===== src/rtl/video_timing_gen_pkg.sv =====
// Shared timing constants and per-axis timing-set types for the video timing generator.
package video_timing_pkg;

  // Default raster: 640x480 @ 60 Hz (pixel clock 25.175 MHz).
  localparam int H_BLANK  = 640;
  localparam int H_SYNC   = 656;
  localparam int H_SYNC_E = 752;
  localparam int H_TOTAL  = 800;

  localparam int V_BLANK  = 480;
  localparam int V_SYNC   = 490;
  localparam int V_SYNC_E = 492;
  localparam int V_TOTAL  = 525;

  localparam int DEF_WH = 11;
  localparam int DEF_WV = 10;

  // One timing set per axis, sized for the default field widths.
  typedef struct packed {
    logic [DEF_WH-1:0] blank;
    logic [DEF_WH-1:0] sync;
    logic [DEF_WH-1:0] sync_e;
    logic [DEF_WH-1:0] total;
  } h_timing_t;

  typedef struct packed {
    logic [DEF_WV-1:0] blank;
    logic [DEF_WV-1:0] sync;
    logic [DEF_WV-1:0] sync_e;
    logic [DEF_WV-1:0] total;
  } v_timing_t;

endpackage


===== src/rtl/video_timing_gen_if.sv =====
// Configuration handshake bus: the source (master) presents a full timing set with
// cfg_valid and holds it; the generator (slave) answers with a one-cycle cfg_ack at
// the frame boundary where the set is taken. valid/ready semantics: a transfer happens
// only on the cycle cfg_valid is high at a frame-end edge; cfg_ack reports it one cycle later.
interface video_timing_gen_if #(
  parameter int WH = 11,
  parameter int WV = 10
);
  logic          cfg_valid;
  logic          cfg_ack;
  logic [WH-1:0] cfg_h_blank;
  logic [WH-1:0] cfg_h_sync;
  logic [WH-1:0] cfg_h_sync_e;
  logic [WH-1:0] cfg_h_total;
  logic [WV-1:0] cfg_v_blank;
  logic [WV-1:0] cfg_v_sync;
  logic [WV-1:0] cfg_v_sync_e;
  logic [WV-1:0] cfg_v_total;

  modport master (
    output cfg_valid, cfg_h_blank, cfg_h_sync, cfg_h_sync_e, cfg_h_total,
           cfg_v_blank, cfg_v_sync, cfg_v_sync_e, cfg_v_total,
    input  cfg_ack
  );

  modport slave (
    input  cfg_valid, cfg_h_blank, cfg_h_sync, cfg_h_sync_e, cfg_h_total,
           cfg_v_blank, cfg_v_sync, cfg_v_sync_e, cfg_v_total,
    output cfg_ack
  );
endinterface


===== src/rtl/video_timing_gen_axis.sv =====
// One raster axis: wrapping counter, shadow timing registers, blank and sync decode.
module timing_axis
  import video_timing_pkg::*;
#(
  parameter int W          = 11,
  parameter bit SYNC_POL   = 1'b0,
  parameter int DEF_BLANK  = H_BLANK,
  parameter int DEF_SYNC   = H_SYNC,
  parameter int DEF_SYNC_E = H_SYNC_E,
  parameter int DEF_TOTAL  = H_TOTAL
) (
  input  logic         clk,
  input  logic         rst,
  input  logic         inc,
  input  logic         load,
  input  logic [W-1:0] new_blank,
  input  logic [W-1:0] new_sync,
  input  logic [W-1:0] new_sync_e,
  input  logic [W-1:0] new_total,
  output logic [W-1:0] cnt,
  output logic         last,
  output logic         blank,
  output logic         sync
);

  typedef struct packed {
    logic [W-1:0] blank;
    logic [W-1:0] sync;
    logic [W-1:0] sync_e;
    logic [W-1:0] total;
  } axis_cfg_t;

  localparam axis_cfg_t DEFAULTS = '{
    blank:  W'(DEF_BLANK),
    sync:   W'(DEF_SYNC),
    sync_e: W'(DEF_SYNC_E),
    total:  W'(DEF_TOTAL)
  };

  axis_cfg_t shadow;

  // total-1 is taken in field width, so total==0 wraps at the full 2^W range.
  assign last  = (cnt == shadow.total - W'(1));
  assign blank = (cnt >= shadow.blank);
  assign sync  = ((cnt >= shadow.sync) && (cnt < shadow.sync_e)) ? SYNC_POL : !SYNC_POL;

  // Position counter: advance on inc, wrap to 0 after total-1.
  always_ff @(posedge clk or posedge rst) begin
    if (rst) begin
      cnt <= '0;
    end else if (inc) begin
      cnt <= last ? '0 : cnt + W'(1);
    end
  end

  // Shadow timing set: replaced only when the top signals a frame-aligned load.
  always_ff @(posedge clk or posedge rst) begin
    if (rst) begin
      shadow <= DEFAULTS;
    end else if (load) begin
      shadow <= '{blank: new_blank, sync: new_sync, sync_e: new_sync_e, total: new_total};
    end
  end

endmodule


===== src/rtl/video_timing_gen.sv =====
// Two-axis video timing generator with frame-aligned configuration handshake.
module video_timing_gen
  import video_timing_pkg::*;
#(
  parameter int WH        = 11,
  parameter int WV        = 10,
  parameter bit HSYNC_POL = 1'b0,
  parameter bit VSYNC_POL = 1'b0
) (
  input  logic              clk,
  input  logic              rst,
  input  logic              en,
  video_timing_gen_if.slave cfg,
  output logic [WH-1:0]     x,
  output logic [WV-1:0]     y,
  output logic              active,
  output logic              hblank,
  output logic              vblank,
  output logic              hsync,
  output logic              vsync,
  output logic              line_start,
  output logic              frame_start
);

  logic h_last;
  logic v_last;
  logic frame_end;
  logic load;

  // Both axes take the new set on the same edge the counters wrap, so the wrap
  // itself still uses the old totals and the new set starts at pixel (0,0).
  assign frame_end = en & h_last & v_last;
  assign load      = frame_end & cfg.cfg_valid;

  timing_axis #(
    .W(WH), .SYNC_POL(HSYNC_POL),
    .DEF_BLANK(H_BLANK), .DEF_SYNC(H_SYNC), .DEF_SYNC_E(H_SYNC_E), .DEF_TOTAL(H_TOTAL)
  ) u_h (
    .clk(clk), .rst(rst), .inc(en), .load(load),
    .new_blank(cfg.cfg_h_blank), .new_sync(cfg.cfg_h_sync),
    .new_sync_e(cfg.cfg_h_sync_e), .new_total(cfg.cfg_h_total),
    .cnt(x), .last(h_last), .blank(hblank), .sync(hsync)
  );

  timing_axis #(
    .W(WV), .SYNC_POL(VSYNC_POL),
    .DEF_BLANK(V_BLANK), .DEF_SYNC(V_SYNC), .DEF_SYNC_E(V_SYNC_E), .DEF_TOTAL(V_TOTAL)
  ) u_v (
    .clk(clk), .rst(rst), .inc(en & h_last), .load(load),
    .new_blank(cfg.cfg_v_blank), .new_sync(cfg.cfg_v_sync),
    .new_sync_e(cfg.cfg_v_sync_e), .new_total(cfg.cfg_v_total),
    .cnt(y), .last(v_last), .blank(vblank), .sync(vsync)
  );

  // Acknowledge pulse: high for exactly the cycle after the shadow load.
  always_ff @(posedge clk or posedge rst) begin
    if (rst) begin
      cfg.cfg_ack <= 1'b0;
    end else begin
      cfg.cfg_ack <= load;
    end
  end

  assign active      = ~hblank & ~vblank;
  // Strobes are held off during reset even though x/y already read zero.
  assign line_start  = en & ~rst & (x == '0);
  assign frame_start = line_start & (y == '0);

endmodule


===== src/flat_wrapper.sv =====
// flat-port wrapper written by rule: the top's interface ports become plain ports
module video_timing_gen_flat import video_timing_pkg::*;
#(
  parameter int WH        = 11,
  parameter int WV        = 10,
  parameter bit HSYNC_POL = 1'b0,
  parameter bit VSYNC_POL = 1'b0
)
  (clk, rst, en, x, y, active, hblank, vblank, hsync, vsync, line_start, frame_start, cfg_cfg_valid, cfg_cfg_h_blank, cfg_cfg_h_sync, cfg_cfg_h_sync_e, cfg_cfg_h_total, cfg_cfg_v_blank, cfg_cfg_v_sync, cfg_cfg_v_sync_e, cfg_cfg_v_total, cfg_cfg_ack);
  video_timing_gen_if #(.WH(WH), .WV(WV)) cfg_i ();
  input  logic clk;
  input  logic rst;
  input  logic en;
  output logic [WH-1:0] x;
  output logic [WV-1:0] y;
  output logic active;
  output logic hblank;
  output logic vblank;
  output logic hsync;
  output logic vsync;
  output logic line_start;
  output logic frame_start;
  input wire logic [$bits(cfg_i.cfg_valid)-1:0] cfg_cfg_valid;
  input wire logic [$bits(cfg_i.cfg_h_blank)-1:0] cfg_cfg_h_blank;
  input wire logic [$bits(cfg_i.cfg_h_sync)-1:0] cfg_cfg_h_sync;
  input wire logic [$bits(cfg_i.cfg_h_sync_e)-1:0] cfg_cfg_h_sync_e;
  input wire logic [$bits(cfg_i.cfg_h_total)-1:0] cfg_cfg_h_total;
  input wire logic [$bits(cfg_i.cfg_v_blank)-1:0] cfg_cfg_v_blank;
  input wire logic [$bits(cfg_i.cfg_v_sync)-1:0] cfg_cfg_v_sync;
  input wire logic [$bits(cfg_i.cfg_v_sync_e)-1:0] cfg_cfg_v_sync_e;
  input wire logic [$bits(cfg_i.cfg_v_total)-1:0] cfg_cfg_v_total;
  output wire logic [$bits(cfg_i.cfg_ack)-1:0] cfg_cfg_ack;
  assign cfg_i.cfg_valid = cfg_cfg_valid;
  assign cfg_i.cfg_h_blank = cfg_cfg_h_blank;
  assign cfg_i.cfg_h_sync = cfg_cfg_h_sync;
  assign cfg_i.cfg_h_sync_e = cfg_cfg_h_sync_e;
  assign cfg_i.cfg_h_total = cfg_cfg_h_total;
  assign cfg_i.cfg_v_blank = cfg_cfg_v_blank;
  assign cfg_i.cfg_v_sync = cfg_cfg_v_sync;
  assign cfg_i.cfg_v_sync_e = cfg_cfg_v_sync_e;
  assign cfg_i.cfg_v_total = cfg_cfg_v_total;
  assign cfg_cfg_ack = cfg_i.cfg_ack;
  video_timing_gen #(.WH(WH), .WV(WV), .HSYNC_POL(HSYNC_POL), .VSYNC_POL(VSYNC_POL)) u_core (.clk(clk), .rst(rst), .en(en), .cfg(cfg_i), .x(x), .y(y), .active(active), .hblank(hblank), .vblank(vblank), .hsync(hsync), .vsync(vsync), .line_start(line_start), .frame_start(frame_start));
endmodule

===== config.mk =====
export PLATFORM = sky130hd
export DESIGN_NAME = video_timing_gen_flat
export DESIGN_NICKNAME = d
export VERILOG_FILES = /design/src/rtl/video_timing_gen_pkg.sv /design/src/rtl/video_timing_gen_if.sv /design/src/rtl/video_timing_gen_axis.sv /design/src/rtl/video_timing_gen.sv /design/src/flat_wrapper.sv
export SDC_FILE = /design/constraint.sdc
export NUM_CORES = 1
export LEC_CHECK = 0
export BUFFER_PORTS_ARGS = -buffer_cell sky130_fd_sc_hd__buf_2
export CORE_MARGIN = 5
export CORE_UTILIZATION = 45
export DETAILED_ROUTE_END_ITERATION = 10
export PLACE_DENSITY = 0.7
export REMOVE_ABC_BUFFERS = 1
export SETUP_SLACK_MARGIN = 0.3
export SLEW_MARGIN = 20
export SYNTH_ARGS = -nofsm -noshare
export SYNTH_HDL_FRONTEND = slang
export SYNTH_SLANG_ARGS = --single-unit

===== constraint.sdc =====
create_clock -name clk -period 4.46 [get_ports clk]
set_clock_uncertainty 0.05 [all_clocks]
set_input_delay 0.446 -clock clk [delete_from_list [all_inputs] [get_ports clk]]
set_output_delay 0.446 -clock clk [all_outputs]
set_load 0.02 [all_outputs]

==> Word-level counts from Yosys, hierarchy flattened <==
Index checks and enable logic that the tools add are counted.
{ "word_totals": {"ff_bits": 106, "in_bits": 88, "out_inout_bits": 29, "word_cells": 41} }
{ "classes": {"addsub": 4, "magnitude_cmp": 6, "eq_ne": 2, "mux": 4, "bitwise": 10, "n_reduce_logical": 4} }
{ "ops": {"columns": ["op", "count"], "rows": [
  ["greater-or-equal comparator 11 bit", 2],
  ["greater-or-equal comparator 10 bit", 2],
  ["adder 11 x 1 -> 11 bit, second input constant", 1],
  ["equality test 11 bit", 1],
  ["zero test 11 bit", 1],
  ["< comparator 11 bit", 1],
  ["2-to-1 mux 11 bit", 1],
  ["subtractor 11 x 1 -> 11 bit, second input constant", 1],
  ["adder 10 x 1 -> 10 bit, second input constant", 1],
  ["equality test 10 bit", 1],
  ["zero test 10 bit", 1],
  ["< comparator 10 bit", 1],
  ["2-to-1 mux 10 bit", 1],
  ["subtractor 10 x 1 -> 10 bit, second input constant", 1],
  ["bitwise AND 1 bit", 7],
  ["NOT 1 bit", 3],
  ["logical AND 1 bit", 2],
  ["2-to-1 mux 1 bit", 2]
]} }

==> Longest topological paths before layout <==
Gate-level depths: netlist of run 1.
{ "depth": {"ltp_word": 5, "ltp_mapped": 12, "ltp_nobuf": 9} }

==> Modules after synthesis <==
From an unflattened synthesis of run 1, not the netlist that was laid out.
{ "hier_totals": {"hier_cells": 680, "area_unflattened_um2": 6477.5} }
{ "by_module_without_submodules": {"columns": ["module", "n_inst", "cells_each", "area_each_um2", "seq_area_each_um2"], "rows": [
  ["timing_axis at u_core.u_h", 1, 350, 3295.7, 1392.6],
  ["timing_axis at u_core.u_v", 1, 316, 3070.4, 1276.2],
  ["video_timing_gen", 1, 14, 111.4, 25.0]
]} }

==> Worst setup path after synthesis of run 1 <==
OpenSTA, ideal clock, no wires.
{ "synth_timing": {"path_type": "register to register", "start": "reg u_core.u_v.shadow[1] in the netlist's numbering", "end": "reg u_core.u_h.shadow[0] in the netlist's numbering", "setup_time_ns": 0.125, "arrival_ns": 2.987, "t_required_ns": 4.285, "path_slack_ns": 1.298, "path_stages_with_launch": 10, "n_path_buf": 2, "synth_period_minus_slack_ns": 3.162, "cell_sequence": "dfrtp_1 or4_1 o41ai_1 a21oi_1 or4_1 a2111oi_2 nand4_1 buf_4 buf_6 mux2_4"} }
{ "synth_between": {"elab_chain_cells": 4} }
{ "synth_rtl": {"columns": ["element", "line_no", "source"], "rows": [
  ["start: declaration", "video_timing_gen_axis.sv:40", "axis_cfg_t shadow;"],
  ["start signal: assignment", "video_timing_gen_axis.sv:61", "shadow <= '{blank: new_blank, sync: new_sync, sync_e: new_sync_e, total: new_total};"],
  ["subtractor 10 x 1 -> 10 bit", "video_timing_gen_axis.sv:43", "assign last = (cnt == shadow.total - W'(1));"],
  ["equality test 10 bit", "video_timing_gen_axis.sv:43", null],
  ["bitwise AND 1 bit", "video_timing_gen.sv:32", "assign frame_end = en & h_last & v_last;"],
  ["bitwise AND 1 bit", "video_timing_gen.sv:33", "assign load = frame_end & cfg.cfg_valid;"],
  ["end signal: assignment", "video_timing_gen_axis.sv:61", null],
  ["end: declaration", "video_timing_gen_axis.sv:40", null]
]} }
Every way passes these cells.
A chain may end at the register's enable or synchronous reset.

==> Worst setup path after layout of run 1 <==
{ "layout_timing": {"start": "reg u_core.u_v.shadow[1] in the netlist's numbering", "end": "reg u_core.u_h.shadow[34] in the netlist's numbering"} }
Same word-level chain as after synthesis.

==> results.md, run 1 <==
- EDFF count, synth: 0
- Root Driver: clkbuf_16
- Max Buffers Root-to-Sink: 2
- I/O Buffers: about 120
- Clock sink total: 106
- Critical path arrival: roughly 4000 ps
- Top_reg_cell synth: dfrtp_1
- F_max: 260 MHz
- Total power: 2300 uW
- Power Dens Cells: 297 nW/um2
- Placed cells: 888
- Die ar.: 17600 um2
- Max Cap Viol: 0
- Multiplexer share of the synthesized area: 17.9%
- CTS buffer count: 9
- First-pass GRT wire length: 26100 um
- Initial antenna violation count: 0
- Final non-filler cell total: 904
- 1st-iter DRT viols: 256
- Hold_buf cts: 0
- Register area: 2690 um2
- Vias/cell: 5.36
- Reg2reg start: u_core.u_v.shadow[1]
- P_leak: 0.00383 uW
- Outcome: finished clean
- Core Rows: between 40 and 50
- Filler cells: 1287
- Ratio of cells with drive above 1 in the final layout: 35.3%
- Final ANT Viol Nets: 0
- Dpl cell area: approximately 7500 um2
- Via count: 4841
- Synth Area in Adders: 12.4%
- Crit path launch type: flip-flop
- Final Cycle Share: 86.2%
- Most frequent cells in the layout: 116 x buf_2, 73 x dfrtp_1, 71 x inv_1, 67 x ha_1, 60 x mux2_4
- Mapped Area: 6770 um2
- GRT Resource Usage Total: about 18%
- Relative slew slack: 27.8%
- Post-CTS Setup Inserts: 0
- R2R depth: 9
- Final Max Slew Viols: 0
- Maximum vdd drop: 0.000265 V
- Fin crit period: 3850 ps
- 1st-pass router iterations: 6
- Yosys warns: 0
- Critical setup path kind: flip-flop to flip-flop
- Post-synthesis register bit count: 106
- RSZ-0062 raised after global routing: no
- Worst reg2reg endpoint: u_core.u_h.shadow[34]
- CORE AREA: 14600 um2
- Cell count after synthesis: 602
- Drt total wl: approximately 15000 um
- CP endpoint kind: flip-flop
- Final GP Congestion: 0.864
- Vias in the first global route: 5300
- Multi-input gate area in the final layout: 3690 um2
- Compound-Gate Fraction of Synth Area: 10.4%
- Avg Cell Area, Syn: between 10 and 15 um2
- Post-synth ARST share: 100%
- Remaining DRCs: 0
- Area growth syn-to-layout: 14.5%
- Die Y: 133 um
- Worst-margin pin slew: between 1000 and 1500 ps
- H-tree depth: 3
- CP max FO: 63
- Setup slack, reg-to-reg: 610 ps
- Simple-gate portion of the synthesized area: approximately a tenth
- Clock-pin slew on the worst setup and hold paths: 70 ps
- Synth unique cells: 57
- Initial Utilization: 46.2%
- Clk Latency, worst-skew pair: approximately 350 ps
- Final Cell Area: just under 8000 um2
- Num ports: approximately 120
- CTS tree: yes
- Largest net degree at the start of global routing: 71
- Post-Synth XOR/XNOR Area: 4.14%
- Most common cell after layout, fill and taps aside: buf_2
- Post-CTS resize count: 0
- Avg WL per Cell: ~17 um
- DP HPWL: 11300 um
- Post-synthesis sequential area ratio: 39.8%
- Largest family of logic cells by synthesized area: multiplexers
- Worst endpoint required time: 4640 ps
- Setup violations, final: 0
- Fin nets: 870
- Ant diodes: 0
- Hold Violations, Final: 0
- Worst hold path type: input port to asynchronous set/reset pin
- Die width: approximately 130 um
- Overflow left after global routing: 0
==> final cells by class <==
class,count,area share (%)
clock inverters,1,0.0645
clock buffers,15,3.20
repair buffers,121,7.97
well taps,184,2.97
inverters,72,3.52
flip-flops and latches,106,34.7
multi-input cells,405,47.5
==> worst max-delay path: stages (launching register included) <==
cell	delay (ps)
dfrtp_1	430
or4_1	570
o41ai_1	400
a21oi_1	120
or4_1	550
a2111oi_2	290
buf_4	220
nand4_1	150
buf_4	470
mux2_4	440
==> state kept, by name, indices dropped and copies added (netlist names) <==
| register | count |
|---|---|
| u_core.cfg.cfg_ack | 1 |
| u_core.u_h.shadow | 44 |
| u_core.u_h.cnt | 11 |
| u_core.u_v.shadow | 40 |
| u_core.u_v.cnt | 10 |
==> Yosys cell counts, drive strengths merged (8+ instances only) <==
| cell | number | area share (%) |
|---|---|---|
| o21a | 10 | 1.1 |
| a21o | 14 | 1.6 |
| dfrtp | 73 | 27 |
| ha | 67 | 12 |
| nand3 | 13 | 0.96 |
| xnor2 | 18 | 2.3 |
| nor2 | 23 | 1.3 |
| clkbuf | 10 | 0.55 |
| buf | 9 | 1.2 |
| o21ai | 18 | 1.3 |
| mux2 | 85 | 17 |
| nor3 | 11 | 0.81 |
| nand2 | 15 | 0.83 |
| nand4 | 8 | 0.74 |
| a21oi | 16 | 1.2 |
| xor2 | 14 | 1.8 |
| dfstp | 33 | 13 |
| and3 | 8 | 0.74 |
| inv | 72 | 4.0 |
==> worst max-delay path by stage <==
stage	from	cells after the start	end
2_1_floorplan	u_core.u_v.shadow[1]	7	u_core.u_v.shadow[20]
3_3_place_gp	u_core.u_v.shadow[1]	9	u_core.u_h.shadow[21]
3_5_place_dp	u_core.u_v.shadow[1]	9	u_core.u_h.shadow[11]
4_1_cts	u_core.u_v.shadow[1]	9	u_core.u_v.shadow[1]
5_1_grt	u_core.u_h.shadow[2]	8	u_core.u_v.shadow[31]
6_report	u_core.u_v.shadow[1]	9	u_core.u_h.shadow[34]
==> where the power goes <==
part | internal (uW) | switching (uW) | total (uW)
Sequential | 986 | 105 | 1090
Clock | 380 | 344 | 724
Combinational | 227 | 259 | 486
Total | 1590 | 709 | 2300
==> metal layers <==
layer	routed length, um	vias up	GRT usage, %	share of wire, %
li1	-	2366	-	-
met1	7160	2327	23.3	46
met2	7320	120	30.2	47
met3	506	28	2.54	3.3
met4	419	0	7.68	2.7
met5	0	-	0	0
==> per-stage QoR <==
| stage | util (%) | setup TNS, ps | hold WS [ps] | worst slack, ps |
|---|---|---|---|---|
| after floorplan | - | -251080 | 427 | -3040 |
| after global placement | 51.2 | 0 | 438 | 802 |
| after detailed placement | 51.2 | 0 | 449 | 662 |
| after CTS | 52.9 | 0 | 263 | 647 |
| after global routing | 52.9 | 0 | 261 | 332 |
| final | 52.9 | 0 | 251 | 615 |
==> logic make-up after synthesis <==
kind of cell | after synthesis
flops | 106
simple gates | 118
buf+inv | 91
mux | 88
compound gates | 100
fa+ha+maj | 67
xor+xnor | 32
Note: power is estimated with default switching activity, not from simulation.
==> run 2, diff against run 1 <==
PLACE_DENSITY = 0.73   (was 0.7)
clock period = 3.2 ns   (was 4.46 ns; I/O delays follow)
==> results.md, run 2 (same netlist as run 1, synthesis figures left out) <==
- Outcome: finished with violations
- Failing checks: hold timing
- Vias in the first global route: 5619
- Power Dens Cells: 418 nW/um2
- Top Family by Delay on Critical Path: simple AND/OR/NAND/NOR gates
- Clock-pin slew on the worst setup and hold paths: roughly 70 ps
- Final ANT Viol Nets: 0
- RSZ-0062 raised after global routing: yes
- H-tree depth: 3
- Placed cells: 910
- Switch share: 30.4%
- Slowest CP cell: or4_4
- Hold Violations, Final: 19
- Clk Latency, worst-skew pair: 360 ps
- Drt total wl: 18200 um
- Maximum vdd drop: 0.000308 V
- Buf+Inv Stages, Crit Path: 3
- GRT Resource Usage Total: 20.4%
- Biggest register: u_core.u_h.shadow
- Final Cell Area: between 8000 and 9000 um2
- Relative slew slack: 57.9%
- Largest register FFs: 44
- Filler cells: 1215
- Fin crit period: 3160 ps
- CP max FO: 16
- Final Max Slew Viols: 0
- Setup violations, final: 0
- Root Driver: clkbuf_16
- Final GP Congestion: 0.853
- Max Buffers Root-to-Sink: 2
- Register area: 2700 um2
- Most frequent cells in the layout: 116 x buf_2, 70 x inv_1, 70 x dfrtp_1, 66 x mux2_4, 66 x ha_1
- Sum of negative setup slack: 0 ps
- Initial antenna violation count: 1
- 1st-iter DRT viols: 357
- Final Cycle Share: about 100%
- Die ar.: about 18000 um2
- Worst hold path type: input port to asynchronous set/reset pin
- Die width: 133 um
- Num ports: 117
- Crit path launch type: flip-flop
- Combinational Power Share: a little under a quarter
- Pint: 2450 uW
- Clock sink total: roughly 110
- Core Rows: 44
- Largest net degree at the start of global routing: 65
- Worst hold margin: -15.8 ps
- Sw power: 1070 uW
- Overflow left after global routing: 0
- DP HPWL: around 12000 um
- Dpl cell area: between 7000 and 8000 um2
- Most common cell after layout, fill and taps aside: buf_2
- Critical path arrival: 3350 ps
- Multi-input gate area in the final layout: 3820 um2
- Avg WL per Cell: a little under 20 um
- F_max: 317 MHz
- Area growth syn-to-layout: 24.1%
- 1st-pass router iterations: 7
- I/O Buffers: about 120
- Most frequent cell on the critical path: or4_4
- Die Y: 133 um
- Final non-filler cell total: 944
- Remaining DRCs: 0
- Vias/cell: ~5.6
- CP endpoint kind: flip-flop
- P_leak: 0.00417 uW
- Ratio of cells with drive above 1 in the final layout: 41.5%
- Fin nets: 909
- Worst endpoint required time: 3400 ps
- Top flop regs: u_core.u_h.shadow: 44 flops, u_core.u_v.shadow: 40 flops, u_core.u_h.cnt: 11 flops
- Hold_buf cts: 0
- Via count: 5309
- Critical setup path kind: flip-flop to flip-flop
- Worst-margin pin slew: around 630 ps
- Clock share of power: 34.8%
- Reg power frac: 41.3%
- Max Cap Viol: 0
- CTS buffer count: 9
- CTS tree: yes
- First-pass GRT wire length: about 29000 um
- Worst path max stage delay: 560 ps
- Critical-path cell list: or4_4 > o41ai_4 > a21oi_2 > or4_4 > a2111oi_4 > buf_4 > nand4_1 > buf_6 > buf_16 > mux2_4
- Initial Utilization: 46.2%
- CORE AREA: between 10000 and 15000 um2
run 2: power groups by stage:
stage	clock network [uW]	logic, uW	registers, uW
after global routing	1300	913	1460
after floorplan	0	413	1530
after CTS	1230	808	1450
final	1220	842	1450
after detailed placement	0	790	1480
after global placement	0	741	1480
run 2: worst reg2reg max path, cell delays in order (launching register included):
cell and delay [ps]:
dfstp_2 370, or4_4 560, o41ai_4 270, a21oi_2 100, or4_4 550, a2111oi_4 190, buf_4 160, nand4_1 100
buf_6 200, buf_16 190, mux2_4 320
run 2: path summary, 6_finish.rpt:
| kind | startpoint | endpoint | slack, ps | cells past startpoint |
|---|---|---|---|---|
| max | u_core.u_v.shadow[3] | u_core.u_v.shadow[7] | 40 | 10 |
| min | rst | u_core.u_h.shadow[24] | -20 | 2 |
| max reg2reg | u_core.u_v.shadow[3] | u_core.u_v.shadow[7] | 40 | 10 |
| min reg2reg | u_core.u_v.shadow[32] | u_core.u_v.shadow[32] | 450 | 1 |
| max in group asynchronous | rst | u_core.u_h.shadow[40] | 2310 | 3 |
| min in group clk | cfg_cfg_h_sync[3] | u_core.u_h.shadow[25] | 140 | 2 |
run 2: layout make-up:
type | count | share of cell area (%)
Antenna cell | 1 | 0.0298
Clock buffer | 11 | 2.89
Clock inverter | 5 | 0.923
Inverter | 72 | 3.27
Multi-Input combinational cell | 406 | 45.5
Sequential cell | 106 | 32.1
Tap cell | 184 | 2.74
Timing Repair Buffer | 159 | 12.6
run 2: through the flow:
step	worst slack (ps)	util, %	power (uW)	hold WS [ps]
after floorplan	-4300	-	1940	360
after global placement	-198	52.5	2220	365
after detailed placement	-296	52.5	2270	387
after CTS	-66.7	56.3	3490	4.67
after global routing	-61.0	57.4	3670	32.7
final	40.5	57.4	3520	-15.8
run 2: repair_timing:
item | in CTS | in global routing
endpoints found under the setup margin | 98 | 100
resized for setup | 30 | 22
cloned | 5 | 1
pin swaps | 12 | 6
setup buffers | 6 | 5
run 2: per-layer routing:
metal  vias up  track usage (%)  part of all wire [%]
li1       2456                -                     -
met1      2622             25.7                    43
met2       189             34.8                    50
met3        42             3.30                   4.5
met4         0             8.20                   2.5
met5         -                0                     0
